`src/rtl/factor_game_pkg.sv`:
```
// -----------------------------------------------------------------------------
// factor_game_pkg
// Shared definitions for the factorization game controller:
//   - state_e     : game state codes as seen on the STATE bus
//   - LFSR_TAPS   : feedback taps for x^8+x^6+x^5+x^4+1 (bits 7,5,4,3)
//   - LFSR_SEED   : non-zero reset value of the question LFSR
//   - factor_prime: switch factor code -> prime (0 marks an invalid code)
//   - qtab        : question ROM, 16 composite values selected by LFSR[3:0]
// -----------------------------------------------------------------------------
package factor_game_pkg;

   typedef enum logic [3:0] {
      ST_IDLE     = 4'b0000,
      ST_READY    = 4'b0010,
      ST_QUESTION = 4'b0011,
      ST_INPUT    = 4'b0100,
      ST_DRAW     = 4'b0110,
      ST_WRONG    = 4'b0111,
      ST_GOOD     = 4'b1000,
      ST_OUCH     = 4'b1001,
      ST_WIN      = 4'b1010,
      ST_LOSE     = 4'b1011
   } state_e;

   localparam logic [7:0] LFSR_TAPS = 8'hB8;
   localparam logic [7:0] LFSR_SEED = 8'hA5;

   function automatic logic [2:0] factor_prime(input logic [3:0] code);
      logic [2:0] p;
      case (code)
         4'd1:    p = 3'd2;
         4'd2:    p = 3'd3;
         4'd3:    p = 3'd5;
         4'd4:    p = 3'd7;
         default: p = 3'd0;
      endcase
      return p;
   endfunction

   function automatic logic [6:0] qtab(input logic [3:0] idx);
      logic [6:0] v;
      case (idx)
         4'd0:    v = 7'd4;
         4'd1:    v = 7'd6;
         4'd2:    v = 7'd8;
         4'd3:    v = 7'd9;
         4'd4:    v = 7'd12;
         4'd5:    v = 7'd15;
         4'd6:    v = 7'd18;
         4'd7:    v = 7'd20;
         4'd8:    v = 7'd21;
         4'd9:    v = 7'd24;
         4'd10:   v = 7'd27;
         4'd11:   v = 7'd30;
         4'd12:   v = 7'd35;
         4'd13:   v = 7'd42;
         4'd14:   v = 7'd45;
         default: v = 7'd98;
      endcase
      return v;
   endfunction

endpackage

```
`src/rtl/factor_game_ctrl_bin2bcd7.sv`:
```
// -----------------------------------------------------------------------------
// bin2bcd7
// Combinational 7-bit binary to two-digit BCD (shift-and-add-3).
// Valid for inputs 0..99, which covers every question value.
//   bin  in  7  binary value
//   tens out 4  tens digit, BCD
//   ones out 4  ones digit, BCD
// -----------------------------------------------------------------------------
module bin2bcd7 (
   input  logic [6:0] bin,
   output logic [3:0] tens,
   output logic [3:0] ones
);

   logic [14:0] sh_s;

   // Double-dabble: adjust each BCD column before every left shift
   always_comb begin
      sh_s = {8'd0, bin};
      for (int i = 0; i < 7; i++) begin
         sh_s[10:7]  = (sh_s[10:7]  > 4'd4) ? (sh_s[10:7]  + 4'd3) : sh_s[10:7];
         sh_s[14:11] = (sh_s[14:11] > 4'd4) ? (sh_s[14:11] + 4'd3) : sh_s[14:11];
         sh_s        = {sh_s[13:0], 1'b0};
      end
      ones = sh_s[10:7];
      tens = sh_s[14:11];
   end

endmodule

```
`src/rtl/factor_game_ctrl.sv`:
```
// -----------------------------------------------------------------------------
// factor_game_ctrl
// Factorization game controller. Each round a composite question is drawn
// from a ROM indexed by a free-running LFSR, shown on QUE/QUE_T, and the
// player enters its prime factors on SW_DIN + BTN_ENT. A wrong or late
// entry ends the round; after ROUNDS rounds the game ends in WIN/LOSE/DRAW.
// Ports:
//   CLK        in  1  clock, all logic on posedge
//   nRST       in  1  synchronous active-low reset
//   TICK       in  1  one-cycle timebase enable
//   BTN_START  in  1  start / restart pulse
//   BTN_ENT    in  1  commit SW_DIN pulse
//   SW_DIN     in  4  factor code 1=2, 2=3, 3=5, 4=7
//   STATE      out 4  game state code
//   QUE, QUE_T out 4  question ones / tens digit, BCD
//   DIN        out 4  last accepted factor code (0 = none)
//   ROUND      out 4  current round, 1-based
//   SCORE      out 4  rounds answered correctly
// -----------------------------------------------------------------------------
module factor_game_ctrl
   import factor_game_pkg::*;
#(
   parameter int unsigned ROUNDS       = 5,
   parameter int unsigned READY_TICKS  = 2,
   parameter int unsigned QUE_TICKS    = 3,
   parameter int unsigned INPUT_TICKS  = 10,
   parameter int unsigned RESULT_TICKS = 2
) (
   input  logic       CLK,
   input  logic       nRST,
   input  logic       TICK,
   input  logic       BTN_START,
   input  logic       BTN_ENT,
   input  logic [3:0] SW_DIN,
   output logic [3:0] STATE,
   output logic [3:0] QUE,
   output logic [3:0] QUE_T,
   output logic [3:0] DIN,
   output logic [3:0] ROUND,
   output logic [3:0] SCORE
);

   localparam logic [3:0] READY_LAST  = 4'(READY_TICKS - 1);
   localparam logic [3:0] QUE_LAST    = 4'(QUE_TICKS - 1);
   localparam logic [3:0] INPUT_LAST  = 4'(INPUT_TICKS - 1);
   localparam logic [3:0] RESULT_LAST = 4'(RESULT_TICKS - 1);
   localparam logic [3:0] ROUNDS_C    = 4'(ROUNDS);
   localparam logic [4:0] ROUNDS_W    = 5'(ROUNDS);

   state_e     state_q, state_d;
   logic [3:0] cnt_q, cnt_d;
   logic [7:0] lfsr_q, lfsr_d;
   logic [6:0] rem_q, rem_d;
   logic [3:0] que_q, que_d;
   logic [3:0] que_t_q, que_t_d;
   logic [3:0] din_q, din_d;
   logic [3:0] round_q, round_d;
   logic [3:0] score_q, score_d;

   logic [6:0] qval_s;
   logic [3:0] qval_tens_s;
   logic [3:0] qval_ones_s;
   logic [2:0] prime_s;
   logic [6:0] quo_s;
   logic       div_ok_s;
   logic [4:0] score_x2_s;

   assign qval_s     = qtab(lfsr_q[3:0]);
   assign prime_s    = factor_prime(SW_DIN);
   assign score_x2_s = {score_q, 1'b0};

   bin2bcd7 u_bcd (
      .bin  (qval_s),
      .tens (qval_tens_s),
      .ones (qval_ones_s)
   );

   // Quotient of the remaining value by the entered prime, and whether it divides exactly
   always_comb begin
      quo_s = 7'd0;
      case (prime_s)
         3'd2:    quo_s = rem_q / 7'd2;
         3'd3:    quo_s = rem_q / 7'd3;
         3'd5:    quo_s = rem_q / 7'd5;
         3'd7:    quo_s = rem_q / 7'd7;
         default: quo_s = 7'd0;
      endcase
      div_ok_s = (prime_s != 3'd0) && ((quo_s * {4'd0, prime_s}) == rem_q);
   end

   // Next-state and datapath updates for the game FSM
   always_comb begin
      state_d = state_q;
      lfsr_d  = {lfsr_q[6:0], ^(lfsr_q & LFSR_TAPS)};
      rem_d   = rem_q;
      que_d   = que_q;
      que_t_d = que_t_q;
      din_d   = din_q;
      round_d = round_q;
      score_d = score_q;

      case (state_q)
         ST_IDLE, ST_WIN, ST_LOSE, ST_DRAW: begin
            if (BTN_START) begin
               state_d = ST_READY;
               round_d = 4'd1;
               score_d = 4'd0;
            end else begin
               state_d = state_q;
            end
         end
         ST_READY: begin
            if (TICK && (cnt_q == READY_LAST)) begin
               state_d = ST_QUESTION;
               rem_d   = qval_s;
               que_d   = qval_ones_s;
               que_t_d = qval_tens_s;
            end else begin
               state_d = state_q;
            end
         end
         ST_QUESTION: begin
            if (TICK && (cnt_q == QUE_LAST)) begin
               state_d = ST_INPUT;
               din_d   = 4'd0;
            end else begin
               state_d = state_q;
            end
         end
         ST_INPUT: begin
            // An accepted entry takes priority over a coinciding final TICK;
            // the counter has then passed the limit, so the next TICK times out.
            if (BTN_ENT && (prime_s != 3'd0)) begin
               din_d = SW_DIN;
               if (!div_ok_s) begin
                  state_d = ST_WRONG;
               end else if (quo_s == 7'd1) begin
                  rem_d   = quo_s;
                  state_d = ST_GOOD;
                  score_d = score_q + 4'd1;
               end else begin
                  rem_d   = quo_s;
                  state_d = state_q;
               end
            end else if (TICK && (cnt_q >= INPUT_LAST)) begin
               state_d = ST_OUCH;
            end else begin
               state_d = state_q;
            end
         end
         ST_GOOD, ST_WRONG, ST_OUCH: begin
            if (TICK && (cnt_q == RESULT_LAST)) begin
               if (round_q < ROUNDS_C) begin
                  round_d = round_q + 4'd1;
                  state_d = ST_READY;
               end else if (score_x2_s > ROUNDS_W) begin
                  state_d = ST_WIN;
               end else if (score_x2_s == ROUNDS_W) begin
                  state_d = ST_DRAW;
               end else begin
                  state_d = ST_LOSE;
               end
            end else begin
               state_d = state_q;
            end
         end
         default: begin
            state_d = ST_IDLE;
         end
      endcase

      if (state_d != state_q) begin
         cnt_d = 4'd0;
      end else if (TICK) begin
         cnt_d = cnt_q + 4'd1;
      end else begin
         cnt_d = cnt_q;
      end
   end

   // State and datapath registers with synchronous active-low reset
   always_ff @(posedge CLK) begin
      if (!nRST) begin
         state_q <= ST_IDLE;
         cnt_q   <= 4'd0;
         lfsr_q  <= LFSR_SEED;
         rem_q   <= 7'd0;
         que_q   <= 4'd0;
         que_t_q <= 4'd0;
         din_q   <= 4'd0;
         round_q <= 4'd0;
         score_q <= 4'd0;
      end else begin
         state_q <= state_d;
         cnt_q   <= cnt_d;
         lfsr_q  <= lfsr_d;
         rem_q   <= rem_d;
         que_q   <= que_d;
         que_t_q <= que_t_d;
         din_q   <= din_d;
         round_q <= round_d;
         score_q <= score_d;
      end
   end

   assign STATE = state_q;
   assign QUE   = que_q;
   assign QUE_T = que_t_q;
   assign DIN   = din_q;
   assign ROUND = round_q;
   assign SCORE = score_q;

endmodule
```
`config.mk`:
```
export PLATFORM = sky130hd
export DESIGN_NAME = factor_game_ctrl
export DESIGN_NICKNAME = d
export VERILOG_FILES = /design/src/rtl/factor_game_pkg.sv /design/src/rtl/factor_game_ctrl_bin2bcd7.sv /design/src/rtl/factor_game_ctrl.sv
export SDC_FILE = /design/constraint.sdc
export NUM_CORES = 1
export LEC_CHECK = 0
export CAP_MARGIN = 10
export CELL_PAD_IN_SITES_DETAIL_PLACEMENT = 0
export CELL_PAD_IN_SITES_GLOBAL_PLACEMENT = 2
export CORE_MARGIN = 2
export CORE_UTILIZATION = 35
export CTS_BUF_LIST = sky130_fd_sc_hd__clkbuf_8 sky130_fd_sc_hd__clkbuf_16
export CTS_CLUSTER_SIZE = 16
export DETAILED_ROUTE_END_ITERATION = 10
export DONT_BUFFER_PORTS = 1
export PLACE_DENSITY_LB_ADDON = 0.1
export SYNTH_ARGS = -nofsm -noshare
export SYNTH_HDL_FRONTEND = slang
export SYNTH_SLANG_ARGS = --single-unit
```
`constraint.sdc`:
```
create_clock -name CLK -period 14 [get_ports CLK]
set_clock_uncertainty 0.1 [all_clocks]
set_input_delay 3.5 -clock CLK [delete_from_list [all_inputs] [get_ports CLK]]
set_output_delay 3.5 -clock CLK [all_outputs]
set_load 0.02 [all_outputs]
```
==> results.md, run 1 <==
* Synth Flop Type: dfxtp_1
* FF+latch count, synth at 50
* Internal cell power at roughly 270 uW
* Routed length on met1 at 6120 um
* Port bufs at 0
* Fmax at around 0.074 GHz
* Switching share of power at 33.2%
* First-pass DRT Iterations at 4
* Asr flop ratio synth at 0%
* DR WL met2 at 6070 um
* Cell row count at 41
* GP Congestion at around 0.85
* Starting density of the core at 36.0%
* Startpoint types: input port
* Final Non-Filler Cells at 772
* Area contributors post-synth: dfxtp_1 22%, ha_1 11%, nand2_1 6.2%
* CP max-delay cell: fa_1
* Synth area leader: dfxtp_1
* # diodes at 0
* Final WL at ~13000 um
* First-pass GRT wire length at 20500 um
* Synth cell count leaders: 76 x nand2_1, 50 x dfxtp_1, 49 x nor2_1
* Final setup fails at 0
* Cell with the most instances after synthesis: nand2_1
* Synthesized Nets at roughly 640
* Core region area at between 10000 and 15000 um^2
* Final min period at 13440 ps
* Final hold vios at 0
* Slew Limit Fails at 0
* Avg Cell Area, Syn at 7.80 um^2
* Vias post-DR at 4149
* Crit share post-route at a little over nine tenths
* Run status: completed
* Net Switching at 134 uW
* CTS max path bufs at 2
* Clock tree root buffer cell: clkbuf_16
* CTS tree: built
* Worst Path Arrival at 13540 ps
* Initial antenna violation count at 0
* Fin nets at 655
* Top Metal Used: met4
* CTS buffer count at 5
* Seq/Total Area, Yosys at 21.8%
* Setup ws final at 557 ps
* Number of distinct library cells after synthesis at 71
* Final ANT Viol Nets at 0
* Post-CTS Hold Buffers at 0
* Tot GR Track Use at 18.0%
* Num Clock Sinks at 50
* Place WS at -305 ps
* Met3 Wirelength at about 330 um
* Comb power frac at 29.3%
* WP data required at 14100 ps
* Post-DR wirelength/cell at 16.3 um
* Total power at 404 uW
* Largest net degree at the start of global routing at 34
* Crit-path max FO at 11
* Synthesized area at 4580 um^2
* Clk Latency, worst-skew pair at between 200 and 300 ps
* EDFF count, synth at 0
* Area grow syn2layout at 14.5%
* Drt drc at 0
* Vias/cell at about 5.4
* Worst min path class: reg -> reg
* Setup CP Type: in -> reg
* Maximum VDD drop at 63.0 uV
* Die width at 118 um
* Slew margin rel. at 44.8%
* H-tree levels at 2
* P_leak at 2.29 nW
* DRT iter0 DRCs at between 200 and 300
* Total of warnings raised by yosys at 0
* Setup tns final at 0 ps
* Die Span Y at 118 um
* Fin Hold WS at 309 ps
* Clock Pin Slew Worst Setup and Hold Paths at 70 ps
* Clk pwr share at a little under a third
* Placed cells at 753
* Hpwl dp at around 9800 um
* Proportion of layout cells with a drive suffix above 1 at 15.0%
* Worst path max stage delay at 540 ps
* Die area at 14000 um^2
* Total gr overflow at 0
* Max Cap Violations at 0
* Post-synth top area share at 21.8%
* Post-Synthesis Cells at 588
* Vias in the first global route at 3954
* CP endpoint kind: register
* Sequential power share at 39.1%
* Ports at 33
* Slew @ Worst Pin at between 800 and 900 ps
* PD cells at 76.9 nW/um^2
-- critical path: cells and delay by family --
kind,cells,cell delay [ps]
buffers and inverters,3,210
and+or+nand+nor,12,2110
xor gates and xnor gates,5,920
AOI/OAI and AO/OA,19,3230
adders and majority gates,9,2930
muxes,2,630
-- cell type report --
cell class	count	area (um^2)
clock buffer	5	125
multi-input combinational	475	3520
sequential	50	1000
inverter	38	143
timing repair buffer	29	218
fill	1353	7470
clock inverter	3	28.8
tap	172	215
-- power groups by stage --
stage	Clock, mW	Sequential (mW)	Combinational [mW]
floorplan	0	0.158	0.0955
global placement	0	0.161	0.113
detailed placement	0	0.161	0.115
CTS	0.130	0.158	0.116
global route	0.137	0.159	0.136
finish	0.128	0.158	0.118
-- placed cells by master, fill, tap and decap left out, types with 10 or more instances in the layout --
master,synthesis,routed
a21oi_1,37,30
buf_4,0,29
dfxtp_1,50,50
ha_1,41,38
inv_1,37,37
mux2i_1,21,20
nand2_1,76,75
nand2b_1,11,11
nand3_1,19,19
nor2_1,49,48
nor3_1,14,14
o21ai_0,18,16
xnor2_1,23,20
xor2_1,10,10
-- layer usage --
layer / track usage [%] / vias up
li1: - / 2107
met1: 24.5 / 1982
met2: 30.9 / 56
met3: 2.56 / 4
met4: 2.08 / 0
met5: 0 / -
-- state kept, by name, summed over array words and instances (netlist names) --
| register | cells |
|---|---|
| STATE | 4 |
| ROUND | 4 |
| DIN | 4 |
| QUE_T | 4 |
| lfsr_q | 8 |
| QUE | 4 |
| cnt_q | 4 |
| qval_s | 7 |
| SCORE | 4 |
| rem_q | 7 |
-- through the flow --
| stage | util [%] | area, um^2 |
|---|---|---|
| floorplan | - | 4620 |
| global placement | 38.2 | 4860 |
| detailed placement | 38.2 | 4860 |
| CTS | 39.6 | 5030 |
| global route | 41.2 | 5250 |
| finish | 41.2 | 5250 |
-- final timing paths --
path,start,end,slack (ps),depth (start not counted)
worst max-delay path,SW_DIN[2],rem_q[2]$_SDFFE_PN0P_,560,50
worst min-delay path,lfsr_q[6]$_SDFF_PN0_,lfsr_q[7]$_SDFF_PN1_,310,1
worst max register to register,rem_q[6]$_SDFFE_PN0P_,rem_q[2]$_SDFFE_PN0P_,3440,48
worst min register to register,lfsr_q[6]$_SDFF_PN0_,lfsr_q[7]$_SDFF_PN1_,310,1
-- cell families (layout without fill, tap and decap cells) --
group | after synthesis | count (layout) | synth area share, %
buffers and inverters | 63 | 75 | 5.54
flip-flops | 50 | 50 | 21.8
AO/OA/AOI/OAI | 137 | 137 | 21.2
multiplexers | 25 | 25 | 5.57
XOR/XNOR | 34 | 34 | 6.80
AND/OR/NAND/NOR | 232 | 232 | 25.2
adder cells (fa/ha/maj) | 47 | 47 | 13.8
-- timing repair --
action	CTS	global route
endpoints found under the hold margin	0	0
resized for setup	1	33
endpoints found under the setup margin	4	19
pin swaps	1	14
buffers inserted	2	9
No activity file was read; power rests on OpenSTA's default activity.
==> run 2: changes to the inputs <==
- ABC_CLOCK_PERIOD_IN_PS: not set -> 14000
- REMOVE_ABC_BUFFERS: not set -> 1
==> run 2 against run 1 <==
Clock power is 14% higher. Critical endpoint unchanged. Largest cell class unchanged. Die area is the same. Count of clock-buffer cells in the layout is the same. Largest power group unchanged. Combinational power about the same.
==> results.md, run 2 (synthesis results as in run 1) <==
* Fmax at 0.0743 GHz (-0.12%)
* Worst Path Arrival at 13580 ps (+40 ps)
* Largest register FFs at 8 (unchanged)
* Tot GR Track Use at 18.4% (+0.40 points)
* Reg2Reg Launch Point: rem_q[6]$_SDFFE_PN0P_
* Hpwl dp at 9810 um (about the same)
* Internal cell power at 286 uW (+6.2%)
* Hold Crit Start: lfsr_q[6]$_SDFF_PN0_
* Die width at 118 um (unchanged)
* Crit path buf inv count at 7 (+4)
* Multi-input logic area at 3490 um^2 (-0.64%)
* WP data required at 14120 ps (+20 ps)
* Total gr overflow at 0 (unchanged)
* Max Cap Violations at 0 (unchanged)
* Commonest non-fill, non-tap cell in the layout: nand2_1
* Vias in the first global route at 4004 (+1.3%)
* Vias post-DR at 4195 (+1.1%)
* Final hold vios at 0 (unchanged)
* Cell row count at 41 (unchanged)
* Placed cells at 756 (+0.40%)
* Num Clock Sinks at 50 (unchanged)
* P_leak at 2.29 nW (+0.17%)
* Crit path launch: SW_DIN[2]
* Post-CTS Hold Buffers at 0 (unchanged)
* Placed Area at 4850 um^2 (-0.31%)
* Maximum VDD drop at 106 uV (+68%)
* Core region area at 12700 um^2 (unchanged)
* CP endpoint kind: register
* Worst min path class: reg -> reg
* Post-DR wirelength/cell at 16.5 um (+1.5%)
* Ports at 33 (unchanged)
* # diodes at 0 (unchanged)
* PD cells at 80.3 nW/um^2 (+4.4%)
* First-pass DRT Iterations at 4 (unchanged)
* Startpoint types: input port
* Fillers at 1364 (+0.81%)
* Vias/cell at 5.44 (+1.2%)
* Proportion of layout cells with a drive suffix above 1 at 14.5% (-0.48 points)
* Clk Latency, worst-skew pair at 300 ps (about the same)
* Initial antenna violation count at 0 (unchanged)
* H-tree levels at 2 (unchanged)
* Fin nets at 654 (-0.15%)
* Die Span Y at 118 um (unchanged)
* Starting density of the core at 36.0% (unchanged)
* Most frequent cells in the layout: 75 x nand2_1, 50 x dfxtp_1, 45 x nor2_1
* Crit-path max FO at 11 (unchanged)
* Clock tree root buffer cell: clkbuf_16
* Largest net degree at the start of global routing at 34 (unchanged)
* Final min period at 13460 ps (+16.1 ps)
* Most frequent CP cell: ha_1
* Final ANT Viol Nets at 0 (unchanged)
* Cell family with most CP delay: adder cells
* Run status: completed
* Sequential power share at 37.8% (-1.3 points)
* CTS buffer count at 5 (unchanged)
* CTS tree: built
* Worst path max stage delay at 540 ps (about the same)
* DRT iter0 DRCs at 295 (+9.7%)
* Drt drc at 0 (unchanged)
* Area grow syn2layout at 14.3%
* Slew @ Worst Pin at 898 ps (+73.1 ps)
* Net Switching at 134 uW (+0.34%)
* Setup ws final at 541 ps (-16.1 ps)
* First-pass GRT wire length at 20900 um (+2.0%)
* Slew margin rel. at 40.1% (-4.8 points)
* Setup CP Type: in -> reg
* Die area at 14000 um^2 (unchanged)
* Final setup fails at 0 (unchanged)
* Slew Limit Fails at 0 (unchanged)
* Comb power frac at 27.5% (-1.8 points)
* Final Non-Filler Cells at 771 (-0.13%)
* Clk pwr share at 34.7% (+3.0 points)
* Post-layout instance area at 5240 um^2 (-0.12%)
* CTS max path bufs at 2 (unchanged)
* Final WL at 12700 um (+1.3%)
* CP max-delay cell: fa_1
* Port bufs at 0 (unchanged)
* Switching share of power at 31.9% (-1.3 points)
* Place WS at -407 ps (-102 ps)
* GP Congestion at 0.828 (-2.2%)
* Clock Pin Slew Worst Setup and Hold Paths at 70 ps (about the same)
* Most flops, register: lfsr_q
* Sequential Area at 1000 um^2 (unchanged)
* Crit share post-route at 96.1% (+0.12 points)
run 2: cell types whose count changed in the layout (fill, tap and decap cells not counted), moves of 2 or more:
cell / change
a21oi_2: -3
nor2_1: -3
nor2_2: +3
a21oi_1: +2
buf_4: -2
ha_1: +2
nor4b_1: +2
nor4b_2: -2
run 2: power groups by stage:
stage               registers [mW]  logic (mW)  clock network [mW]
finish                       0.159       0.116               0.146
global route                 0.160       0.134               0.156
CTS                          0.159       0.114               0.152
detailed placement           0.162       0.112                   0
global placement             0.162       0.112                   0
floorplan                    0.159      0.0908                   0
run 2: what timing repair did:
action / CTS / global route
pin swaps: 0 / 12
cloned: 0 / 0
buffers inserted: 0 / 7
gates resized for setup: 5 / 35
endpoints found under the setup margin: 16 / 19
run 2: stage by stage:
step	TNS, ps	hold slack [ps]	util (%)	total power, mW
floorplan	-9600	286	-	0.250
global placement	-1780	299	38.1	0.274
detailed placement	-6460	302	38.1	0.275
CTS	0	325	39.7	0.425
global route	-836	351	41.2	0.451
finish	0	320	41.2	0.421
run 2: final timing paths:
path | endpoint | slack (ps) | cells past startpoint
max | rem_q[2]$_SDFFE_PN0P_ | 540 | 53
min | lfsr_q[7]$_SDFF_PN1_ | 320 | 1
max reg2reg | rem_q[2]$_SDFFE_PN0P_ | 3490 | 51
min reg2reg | lfsr_q[7]$_SDFF_PN1_ | 320 | 1
run 2: cell type report:
class / instances / area share, %
flip-flops and latches: 50 / 19.1
multi-input cells: 475 / 66.7
clock buffers: 5 / 2.39
well taps: 172 / 4.11
repair buffers: 28 / 4.08
clock inverters: 3 / 0.931
inverters: 38 / 2.72
run 2: layer usage:
layer / GRT usage, % / share of wire [%]
met3: 3.23 / 3.3
met5: 0 / 0
met4: 5.36 / 1.6
met1: 24.5 / 46
met2: 30.3 / 49
